$ cat src/rtl/axi_lite_arb_pkg.sv
// axi_lite_arb_pkg: shared FSM states and constants for the AXI-Lite arbiter
package axi_lite_arb_pkg;
   typedef enum logic [2:0] {IDLE, ISSUE, WAIT, DONE, DRAIN} state_e;
   localparam int          DEF_TIMEOUT = 256;
   localparam logic [31:0] ERR_DATA    = 32'hDEAD_BEEF;
endpackage

$ cat src/rtl/axi_lite_arbiter_rr_picker.sv
// rr_picker: combinational round-robin pick starting just after last winner
module rr_picker #(
   parameter int N  = 4,
   parameter int IW = $clog2(N)
) (
   input  logic [N-1:0]  req,
   input  logic [IW-1:0] last,
   output logic [N-1:0]  grant,
   output logic [IW-1:0] idx
);
   logic found;
   always_comb begin
      grant = '0;
      idx   = '0;
      found = 1'b0;
      for (int k = 1; k <= N; k++) begin
         if (!found && req[(int'(last) + k) % N]) begin
            found = 1'b1;
            idx   = IW'((int'(last) + k) % N);
         end
      end
      grant[idx] = found;
   end
endmodule

$ cat src/rtl/axi_lite_arbiter.sv
// axi_lite_arbiter: round-robin funnel of N requesters onto one AXI-Lite master
module axi_lite_arbiter
   import axi_lite_arb_pkg::*;
#(
   parameter int NUM_REQ = 4,
   parameter int TIMEOUT = DEF_TIMEOUT
) (
   input  logic                  ACLK,
   input  logic                  ARESETn,
   input  logic [NUM_REQ-1:0]    req_valid,
   input  logic [NUM_REQ-1:0]    req_write,
   input  logic [NUM_REQ*32-1:0] req_addr,
   input  logic [NUM_REQ*32-1:0] req_wdata,
   output logic [NUM_REQ-1:0]    req_grant,
   output logic [NUM_REQ-1:0]    req_done,
   output logic [31:0]           req_rdata,
   output logic                  req_err,
   output logic                  m_transfer,
   output logic                  m_write,
   output logic [31:0]           m_addr,
   output logic [31:0]           m_wdata,
   input  logic                  m_ready,
   input  logic [31:0]           m_rdata
);
   localparam int IW = $clog2(NUM_REQ);
   localparam int CW = $clog2(TIMEOUT);
   state_e             state_q, state_d;
   logic [IW-1:0]      idx_q, idx_d, last_q, last_d, pick_idx;
   logic [NUM_REQ-1:0] pick_grant;
   logic               write_q, write_d, err_q, err_d;
   logic [31:0]        addr_q, addr_d, wdata_q, wdata_d, rdata_q, rdata_d;
   logic [CW-1:0]      cnt_q, cnt_d;

   rr_picker #(.N(NUM_REQ), .IW(IW)) u_pick (
      .req   (req_valid),
      .last  (last_q),
      .grant (pick_grant),
      .idx   (pick_idx)
   );

   always_comb begin
      state_d = state_q;
      idx_d   = idx_q;
      last_d  = last_q;
      write_d = write_q;
      addr_d  = addr_q;
      wdata_d = wdata_q;
      err_d   = err_q;
      rdata_d = rdata_q;
      cnt_d   = '0;
      case (state_q)
         IDLE: if (|req_valid) begin
            idx_d   = pick_idx;
            last_d  = pick_idx;
            write_d = req_write[pick_idx];
            addr_d  = req_addr[int'(pick_idx)*32 +: 32];
            wdata_d = req_wdata[int'(pick_idx)*32 +: 32];
            state_d = ISSUE;
         end
         ISSUE: state_d = WAIT;
         WAIT: if (m_ready) begin
            rdata_d = m_rdata;
            err_d   = 1'b0;
            state_d = DONE;
         end else if (cnt_q == CW'(TIMEOUT - 1)) begin
            rdata_d = ERR_DATA;
            err_d   = 1'b1;
            state_d = DONE;
         end else begin
            cnt_d = cnt_q + CW'(1);
         end
         DONE:  state_d = err_q ? DRAIN : IDLE;
         DRAIN: state_d = m_ready ? IDLE : DRAIN;
         default: state_d = IDLE;
      endcase
   end

   always_ff @(posedge ACLK or negedge ARESETn) begin
      if (!ARESETn) begin
         state_q <= IDLE;
         idx_q   <= '0;
         last_q  <= IW'(NUM_REQ - 1);
         write_q <= 1'b0;
         addr_q  <= '0;
         wdata_q <= '0;
         err_q   <= 1'b0;
         rdata_q <= '0;
         cnt_q   <= '0;
      end else begin
         state_q <= state_d;
         idx_q   <= idx_d;
         last_q  <= last_d;
         write_q <= write_d;
         addr_q  <= addr_d;
         wdata_q <= wdata_d;
         err_q   <= err_d;
         rdata_q <= rdata_d;
         cnt_q   <= cnt_d;
      end
   end

   // grant is combinational, so it is masked while reset holds the block
   assign req_grant  = (ARESETn && state_q == IDLE) ? pick_grant : '0;
   assign req_done   = (state_q == DONE) ? NUM_REQ'(1) << idx_q : '0;
   assign req_rdata  = rdata_q;
   assign req_err    = err_q;
   assign m_transfer = state_q == ISSUE;
   assign m_write    = write_q;
   assign m_addr     = addr_q;
   assign m_wdata    = wdata_q;
endmodule

$ cat config.mk
export PLATFORM = sky130hd
export DESIGN_NAME = axi_lite_arbiter
export DESIGN_NICKNAME = d
export VERILOG_FILES = /design/src/rtl/axi_lite_arb_pkg.sv /design/src/rtl/axi_lite_arbiter_rr_picker.sv /design/src/rtl/axi_lite_arbiter.sv
export SDC_FILE = /design/constraint.sdc
export NUM_CORES = 1
export LEC_CHECK = 0
export ABC_AREA = 1
export BUFFER_PORTS_ARGS = -buffer_cell sky130_fd_sc_hd__buf_2
export CAP_MARGIN = 0
export CORE_AREA = 2 2 158 160
export CTS_BUF_LIST = sky130_fd_sc_hd__clkbuf_4
export DETAILED_ROUTE_END_ITERATION = 8
export DIE_AREA = 0 0 160 162
export HOLD_SLACK_MARGIN = 0.06
export PLACE_DENSITY = 0.62
export SYNTH_ARGS = -nofsm -noshare
export SYNTH_HDL_FRONTEND = slang
export SYNTH_HIERARCHICAL = 1
export SYNTH_SLANG_ARGS = --single-unit
export TNS_END_PERCENT = 30
$ cat constraint.sdc
create_clock -name ACLK -period 2.3 [get_ports ACLK]
set_input_delay 0.23 -clock ACLK [delete_from_list [all_inputs] [get_ports ACLK]]
set_output_delay 0.23 -clock ACLK [all_outputs]
set_load 0.005 [all_outputs]
==> metrics.md <==
| Metric | Value |
|---|---|
| Status | `complete, but fails checks` |
| Failing checks | `setup timing` |
| Comb pwr share | `0.766` |
| Final hold violations | `0` |
| First-pass GRT wire length | `48.7 mm` |
| Mapped cell area | `7980 µm²` |
| CTS max path bufs | `2` |
| Final Skew | `0.0258 ns` |
| Layout area overhead | `69.7%` |
| Vias in the first global route | `10100` |
| Worst-margin pin slew | `0.680 ns` |
| Initial DRT Pass Iterations | `5` |
| Distinct cell type count after synthesis | `29` |
| Clock share of power | `0.073` |
| Reg2reg setup slack | `-0.23 ns` |
| RSZ-0062 raised after global routing | `yes` |
| Pint | `between 0.01 and 0.015 W` |
| Starting Density | `0.331` |
| Setup WS pre-CTS | `-0.0271 ns` |
| Cts bufs inserted | `17` |
| Worst Hold Depth | `7` |
| Layout cells sized above 1 | `0.314` |
| Core area | `24100 µm²` |
| CP required | `slightly above 2 ns` |
| Max-cap violations | `0` |
| Number of synthesized flops with an enable pin | `0` |
| Switching power | `0.0106 W` |
| Pin count of the biggest net entering global routing | `114` |
| Setup tns final | `-10.65 ns` |
| CP Class | `flip-flop to output port` |
| Die W | `around 160 µm` |
| DRC | `0` |
| Leak | `about 7.9 nW` |
| Hold Path Class | `primary input to flip-flop` |
| Fin cells | `2330` |
| Switching share of power | `0.487` |
| FF-to-FF path depth | `21` |
| Root buffer cell | `clkbuf_4` |
| Sequential area share after synthesis | `0.355` |
| Antenna viol nets, final | `0` |
| Slew HR | `0.546` |
| Iteration-0 DRC Markers | `slightly below 800` |
| Antenna violations before repair | `5` |
| Main synth FF type | `dfrtp_1` |
| Cell Rows | `57` |
| Die area | `around 26000 µm²` |
| Maximum vdd drop | `0.936 mV` |
| Synth warn | `6` |
| Setup crit start kind | `flip-flop` |
| I/O pins | `406` |
| Post-DP HPWL | `21.1 mm` |
| Placed cell count | `roughly 2100` |
| Reg-to-reg endpoint | `m_wdata[4]` |
| Final Max Tran Viols | `0` |
| Clk sinks | `113` |
| Asr flop ratio synth | `1.00` |
| Worst Setup End Kind | `output port` |
| CTS tree | `done` |
| Pwr dens | `1610 nW/µm²` |
| Worst r2r src | `last_q[0]` |
| Fin nets | `2289` |
| Via count | `10700` |
| Syn_nets | `1675` |
| FF+latch count, synth | `113` |
| Clk pin slew, worst setup/hold paths | `roughly 0.13 ns` |
| Post-DR vias/cell | `4.59` |
| Cells after Synth | `1375` |
| Final worst setup slack | `-0.291 ns` |
| Reg power frac | `0.161` |
| Hold WS | `around 0.12 ns` |
| GPL Wtd Cong | `0.940` |
| WHS Endpoint | `m_wdata[7]` |
| Grt total ovfl | `0` |
| Crit-path max FO | `4` |
| Final worst path period share | `1.13` |
| Clk_lat worst skew | `0.54 ns` |
| Final wirelength | `between 30 and 40 mm` |
| CP Data Arrival Time | `2.36 ns` |
| I/O Buffers | `405` |
| Synth Area per Inst | `5.81 µm²` |
| Final core occ | `0.562` |
| H-tree depth | `4` |
| Hold Crit Start | `req_wdata[71]` |
| Maximum clock frequency | `386 MHz` |
| Final setup violation count | `69` |
| Die H | `162 µm` |
| Min Tclk post-route | `2.59 ns` |
| GRT Total Usage | `0.234` |
| Average wire per standard cell | `14.2 µm` |
## power groups by stage
| stage | combinational (W) | clock [W] | sequential [W] |
|---|---|---|---|
| 2_1_floorplan | 0.00861 | 0 | 0.00354 |
| 5_1_grt | 0.0184 | 0.00173 | 0.00361 |
| 3_3_place_gp | 0.0130 | 0 | 0.00349 |
| 4_1_cts | 0.0137 | 0.00166 | 0.00348 |
| 6_report | 0.0167 | 0.00159 | 0.00350 |
| 3_5_place_dp | 0.0131 | 0 | 0.00351 |
## worst max-delay path by stage
stage	startpoint	end	cells past startpoint
CTS	last_q[0]	req_grant[0]	15
finish	last_q[0]	req_grant[0]	15
detailed placement	last_q[0]	m_wdata[2]	18
floorplan	last_q[0]	m_wdata[12]	17
global placement	last_q[0]	m_wdata[2]	18
global route	last_q[0]	req_grant[0]	15
## cell families (layout without fill, tap and decap cells)
family | after synthesis | in the layout | synth area share
buffers and inverters | 234 | 861 | 0.123
other | 0 | 4 | 0
adders and majority gates | 1 | 1 | 0.00157
AOI/OAI and AO/OA | 10 | 10 | 0.00799
xor gates and xnor gates | 2 | 2 | 0.00219
and+or+nand+nor | 1015 | 1015 | 0.511
DFF | 113 | 113 | 0.355
## sequential cells by signal, indices dropped and copies added (netlist names)
name	flops
last_q	2
cnt_q	8
m_write	1
req_err	1
m_addr	32
idx_q	2
state_q	3
req_rdata	32
m_wdata	32
## metrics by stage
stage	total power [W]	cell area, µm²
floorplan	0.0121	7980
global placement	0.0165	10500
detailed placement	0.0166	10500
CTS	0.0188	12800
global route	0.0237	13500
finish	0.0218	13500
## what timing repair did
action,in CTS,in global routing
gates resized for setup,21,86
setup endpoints to repair,11,69
hold buffers,194,0
cloned,0,13
setup buffers,7,12
endpoints found under the hold margin,207,0
pin swaps,13,18
## worst max-delay path, cell delays in order (launching register included)
cell	delay, ns
dfstp_2	0.63
buf_6	0.15
nand2_4	0.06
nand2_4	0.08
nand2_1	0.06
nand2_2	0.09
inv_2	0.06
nand3_1	0.08
nand2_1	0.06
nand2_2	0.07
buf_6	0.12
nand2_2	0.04
nor2_1	0.07
inv_1	0.04
nor2_1	0.09
buf_2	0.13
## layout by cell type, fill, tap and decap left out, types with 7 or more instances in the layout
cell type        n
dlygate4sd3_1  194
buf_6            7
nand2_1        599
inv_6            7
nor2_1         224
dfrtp_1        111
or2_2           24
nand2_4          8
nor2_2          51
nor2_4          10
clkbuf_16       12
buf_4           29
nand2_2         19
inv_1          155
nand3_1         69
buf_12          13
buf_2          404
clkbuf_4        17
## cell usage after synthesis, types with 5 or more instances
| library cell | instances | area [µm²] |
|---|---|---|
| dfrtp_1 | 111 | 2780 |
| or2_2 | 24 | 150 |
| nand2_2 | 11 | 68.8 |
| nand2_1 | 610 | 2290 |
| buf_6 | 5 | 56.3 |
| nor3_1 | 5 | 25.0 |
| nor2_1 | 281 | 1050 |
| nand2_4 | 5 | 56.3 |
| buf_2 | 38 | 190 |
| nand3_1 | 69 | 345 |
| inv_1 | 157 | 589 |
| clkbuf_1 | 24 | 90.1 |
| o21ai_0 | 5 | 25.0 |
## cell type report
cell class	count	area, µm²
Multi-Input combinational cell	1028	4390
Inverter	163	632
Antenna cell	4	10.0
Timing Repair inverter	1	16.3
Sequential cell	113	2830
Fill cell	2253	10600
Clock inverter	15	171
Tap cell	324	405
Timing Repair Buffer	665	4960
Clock buffer	17	128
## per-layer routing
metal	vias to the layer above	routed length, µm	GRT usage
met3	121	2220	0.0598
li1	5257	-	-
met1	4816	13300	0.263
met5	-	0	0
met4	0	1530	0.122
met2	491	16000	0.411
Note: power is estimated with default switching activity, not from simulation.
